## src/rtl/fetch_unit.sv

```systemverilog
// Instruction fetch unit: a fetch PC feeding a small instruction queue with redirect flush.
// Optional misaligned-redirect detection is enabled by defining FETCH_MISALIGN_CHECK_EN.
module fetch_unit #(
  parameter logic [31:0] RESET_PC    = 32'h0000_0000,
  parameter int unsigned QUEUE_DEPTH = 2
) (
  input  logic        clk_i,
  input  logic        rst_i,
  output logic [31:0] mem_addr_o,
  input  logic [31:0] mem_instr_i,
  input  logic        redirect_i,
  input  logic [31:0] redirect_pc_i,
  output logic        instr_valid_o,
  input  logic        instr_ready_i,
  output logic [31:0] instr_o,
  output logic [31:0] pc_o,
  output logic        misaligned_o
);

  localparam int unsigned PtrW = $clog2(QUEUE_DEPTH);
  localparam int unsigned CntW = $clog2(QUEUE_DEPTH) + 1;

  logic [31:0]     pc_q, pc_d;
  logic [PtrW-1:0] rd_ptr_q, rd_ptr_d;
  logic [PtrW-1:0] wr_ptr_q, wr_ptr_d;
  logic [CntW-1:0] count_q, count_d;
  logic [31:0]     instr_mem_q [QUEUE_DEPTH];
  logic [31:0]     pc_mem_q    [QUEUE_DEPTH];

  logic        valid, full, pop, fetch_en, fetch_blocked;
  logic [31:0] redirect_target;
  logic        mis_q;

`ifdef FETCH_MISALIGN_CHECK_EN
  logic mis_d;

  assign redirect_target = redirect_pc_i;
  assign fetch_blocked   = mis_q;

  // Sticky until a redirect lands on an aligned target.
  always_comb begin
    mis_d = mis_q;
    if (redirect_i) mis_d = (redirect_pc_i[1:0] != 2'b00);
  end

  always_ff @(posedge clk_i or posedge rst_i) begin
    if (rst_i) mis_q <= 1'b0;
    else       mis_q <= mis_d;
  end
`else
  assign redirect_target = redirect_pc_i & 32'hFFFF_FFFC;
  assign fetch_blocked   = 1'b0;
  assign mis_q           = 1'b0;
`endif

  assign valid    = (count_q != '0);
  assign full     = (count_q == CntW'(QUEUE_DEPTH));
  assign pop      = valid & instr_ready_i & ~redirect_i;
  assign fetch_en = (~full | pop) & ~redirect_i & ~fetch_blocked;

  always_comb begin
    pc_d     = pc_q;
    rd_ptr_d = rd_ptr_q;
    wr_ptr_d = wr_ptr_q;
    count_d  = count_q;
    if (redirect_i) begin
      pc_d     = redirect_target;
      rd_ptr_d = '0;
      wr_ptr_d = '0;
      count_d  = '0;
    end else begin
      if (fetch_en) begin
        pc_d     = pc_q + 32'd4;
        wr_ptr_d = wr_ptr_q + PtrW'(1);
      end
      if (pop) rd_ptr_d = rd_ptr_q + PtrW'(1);
      if (fetch_en && !pop)      count_d = count_q + CntW'(1);
      else if (pop && !fetch_en) count_d = count_q - CntW'(1);
    end
  end

  always_ff @(posedge clk_i or posedge rst_i) begin
    if (rst_i) begin
      pc_q     <= RESET_PC;
      rd_ptr_q <= '0;
      wr_ptr_q <= '0;
      count_q  <= '0;
    end else begin
      pc_q     <= pc_d;
      rd_ptr_q <= rd_ptr_d;
      wr_ptr_q <= wr_ptr_d;
      count_q  <= count_d;
    end
  end

  // Payload storage needs no reset: it is only observed behind a nonzero count.
  always_ff @(posedge clk_i) begin
    if (fetch_en) begin
      instr_mem_q[wr_ptr_q] <= mem_instr_i;
      pc_mem_q[wr_ptr_q]    <= pc_q;
    end
  end

  assign mem_addr_o    = pc_q;
  assign instr_valid_o = valid;
  assign instr_o       = valid ? instr_mem_q[rd_ptr_q] : 32'h0;
  assign pc_o          = valid ? pc_mem_q[rd_ptr_q] : 32'h0;
  assign misaligned_o  = mis_q;

endmodule

```

## config.mk

```make
export PLATFORM = sky130hd
export DESIGN_NAME = fetch_unit
export DESIGN_NICKNAME = d
export VERILOG_FILES = /design/src/rtl/fetch_unit.sv
export SDC_FILE = /design/constraint.sdc
export NUM_CORES = 1
export LEC_CHECK = 0
export ABC_AREA = 0
export BUFFER_PORTS_ARGS = -buffer_cell sky130_fd_sc_hd__buf_2
export CAP_MARGIN = 40
export CELL_PAD_IN_SITES_DETAIL_PLACEMENT = 1
export CELL_PAD_IN_SITES_GLOBAL_PLACEMENT = 1
export CORE_ASPECT_RATIO = 0.9
export CORE_MARGIN = 4
export CORE_UTILIZATION = 35
export CTS_CLUSTER_SIZE = 14
export DETAILED_ROUTE_END_ITERATION = 12
export PLACE_DENSITY_LB_ADDON = 0.05
export SLEW_MARGIN = 20
export SYNTH_ARGS = -nofsm -noshare
export SYNTH_HDL_FRONTEND = slang
export SYNTH_SLANG_ARGS = --single-unit
```

## constraint.sdc

```tcl
create_clock -name clk_i -period 6.7 [get_ports clk_i]
set_clock_uncertainty 0.05 [all_clocks]
set_input_delay 0.67 -clock clk_i [delete_from_list [all_inputs] [get_ports clk_i]]
set_output_delay 0.67 -clock clk_i [all_outputs]
set_load 0.02 [all_outputs]
```

==> flow_metrics.tcl <==
set metrics [dict create \
    syn_area_mm2 0.00672 \
    finalCriticalPeriod_ps 2940 \
    drt-pass1-iter-count 4 \
    ant_nets 0 \
    cts_buffers 17 \
    drive_above_1_share_pct 30.4 \
    cts_tree "built" \
    clock-sinks 158 \
    yosysTopAreaCellShare_pct 55.4 \
    post_drt_wl_per_cell_um 18.7 \
    worstSetupEndpoint "pc_o[15]" \
    synth_commonest_cells "edfxtp_1, nor2_1, mux2i_1, dfrtp_1, nand2_1" \
    drv_cap 0 \
    drv_slew 0 \
    cts-root-buf "clkbuf_16" \
    synthMuxAreaShare_pct 9.38 \
    synth_xor_area_share_pct 1.56 \
    fin_area_mm2 0.00838 \
    via_count 4600 \
    outcome "complete, no violations" \
    synthTopCellsByArea "edfxtp_1, dfrtp_1, mux2i_1" \
    critPathArrivalTime_ps 2220 \
    hpwl_mm 11.5 \
    grt_pass1_wl_mm 27.1 \
    rsz0062_at_grt "no" \
    rr_startpoint "mem_addr_o[5]$_DFFE_PP0P_" \
    num_rows 47 \
    gr-total-overflow 0 \
    period_share_pct 43.9 \
    ys.flop_type "edfxtp_1" \
    diodes 0 \
    slew_headroom_pct 45.9 \
    setup_viol 0 \
    fin_cells 915 \
    cts.path.max_buffers 2 \
    crit_start "count_q[0]$_DFFE_PP0P_" \
    reg2reg_slack_ps 4230 \
    endpoint_kind "output port" \
    grt_max_degree 53 \
    core_mm2 0.0186 \
    h-tree-depth 4 \
    vias_per_cell 5.03 \
    place_congestion 0.716 \
    io_buffers 158 \
    io_pins 166 \
    dp_cells 882 \
    power.total_mw 2.61 \
    async_flop_share_pct 21.5 \
    ff2ff_path_depth 4 \
    setup_tns_ps 0 \
    tightest_slew_ps 811 \
    max_freq_mhz 340 \
    insertion_delay_ps 420 \
    grt.total_usage_pct 16.2 \
    synth_compound_area_share_pct 6.16 \
    die_h_um 139 \
    synth_warnings 0 \
    start_util_pct 36.1 \
    synth.distinct_cells 45 \
    die_area_mm2 0.0215 \
    wirelength_mm 17.1 \
    antenna_found_initial 0 \
    synth_top_family_by_area "simple AND/OR/NAND/NOR gates" \
    clkTransAtPathRegs_ps 70 \
    final_hold_viol_count 0 \
    final_nets 726 \
    synth_simple_gate_area_share_pct 12.0 \
    syn_avg_cell_area_um2 13.5 \
    yosys_register_bits 158 \
    reg2reg_to "mem_addr_o[31]$_DFFE_PP0P_" \
    netlist_instances 499 \
    synth_edf_count 124 \
    ys_seq_area_share_pct 68.1 \
    synth.most_common_cell "edfxtp_1" \
    synthAdderAreaFrac_pct 0.186 \
    drtIter0Drc 244 \
    cp.required_ps 5980 \
    synth_top_cell_by_area "edfxtp_1" \
    cp_max_fo 44 \
    min_path_type "in -> async" \
    dpl_cell_area_mm2 0.00779 \
    timing_worst_setup_path_type "reg -> out" \
    drc 0 \
    cts_resized 0 \
    syn2layout_area_growth_pct 24.7 \
    ir_drop_mv 0.187 \
    grt_pass1_vias 4895 \
    pwr_density_cell_mw_per_mm2 311 \
    cp-start-kind "register" \
    power.leakage_nw 3.21 \
    chipWidth_um 154 \
    post_cts_buffers 0 \
    cts_hold_buf 0 \
]
[area by class of cell]
cell class	count	area (µm²)
fillers	1998	10300
flip-flops and latches	158	4580
multi-input cells	306	2010
repair buffers	167	891
clock buffers	19	433
well taps	245	307
clock inverters	13	141
inverters	7	26.3
[report_power, final]
| group | total (mW) | switching (mW) | internal, mW |
|---|---|---|---|
| clock network | 0.948 | 0.398 | 0.550 |
| registers | 1.23 | 0.0697 | 1.16 |
| logic | 0.434 | 0.282 | 0.151 |
[kinds of logic (layout without fill, tap and decap cells)]
family                   Yosys count  after routing
AO/OA/AOI/OAI                     59             59
XOR/XNOR                          12             12
adder cells (fa/ha/maj)            1              1
buffers and inverters             39            206
flip-flops                       158            158
multiplexers                      63             63
other                              1              5
AND/OR/NAND/NOR                  166            166
[worst min path at each step]
stage                                       endpoint  cells after the start
after CTS                 mem_addr_o[24]$_DFFE_PP0P_                      3
after detailed placement   pc_mem_q[1][31]$_DFFE_PP_                      0
final                     mem_addr_o[24]$_DFFE_PP0P_                      3
after floorplan                 wr_ptr_q$_DFFE_PP0P_                      2
after global routing      mem_addr_o[24]$_DFFE_PP0P_                      3
after global placement     pc_mem_q[0][31]$_DFFE_PP_                      0
[through the flow]
step	utilization, %	hold WS, ps	worst slack [ps]
finish	45.0	299	3760
global route	45.0	341	3510
CTS	44.9	306	3640
detailed placement	41.8	521	3650
global placement	41.6	511	3670
floorplan	-	475	221
[per-layer routing]
layer	routed length, µm	track usage [%]
met3	792	3.63
met1	7820	21.5
met4	407	6.46
met5	0	0
met2	8120	25.9
[critical path: stages (launching register included)]
cell     delay (ps)
dfrtp_1         450
nor2_4          450
buf_4           520
nor2_1          120
buf_2           190
[state kept, by name, indices dropped and copies added, names as in the netlist]
signal and count:
rd_ptr_q 1, instr_mem_q 64, count_q 2, mem_addr_o 30
pc_mem_q 60, wr_ptr_q 1
[placed cells by master (no fill, tap or decap), types with 2 or more instances in the layout]
master	n
clkinv_1	2
nand2_1	27
clkbuf_16	17
nor2b_1	4
o31a_1	6
nand4_1	7
and2_1	2
or4_1	13
o311ai_0	4
nor3_1	3
bufinv_16	2
xnor2_1	7
clkinvlp_4	3
buf_2	158
o2111ai_1	4
buf_4	7
o21ai_0	15
inv_1	7
a21oi_1	2
nand3_1	9
or3_1	2
o211ai_1	5
a221o_1	2
nor4_1	5
clkbuf_1	2
nand2b_1	5
xor2_1	5
dfrtp_1	33
nor2_1	77
edfxtp_1	124
a31oi_1	9
clkinv_4	3
and3_1	2
o31ai_1	7
mux2i_1	63
conb_1	5
No activity file was read; power rests on OpenSTA's default activity.
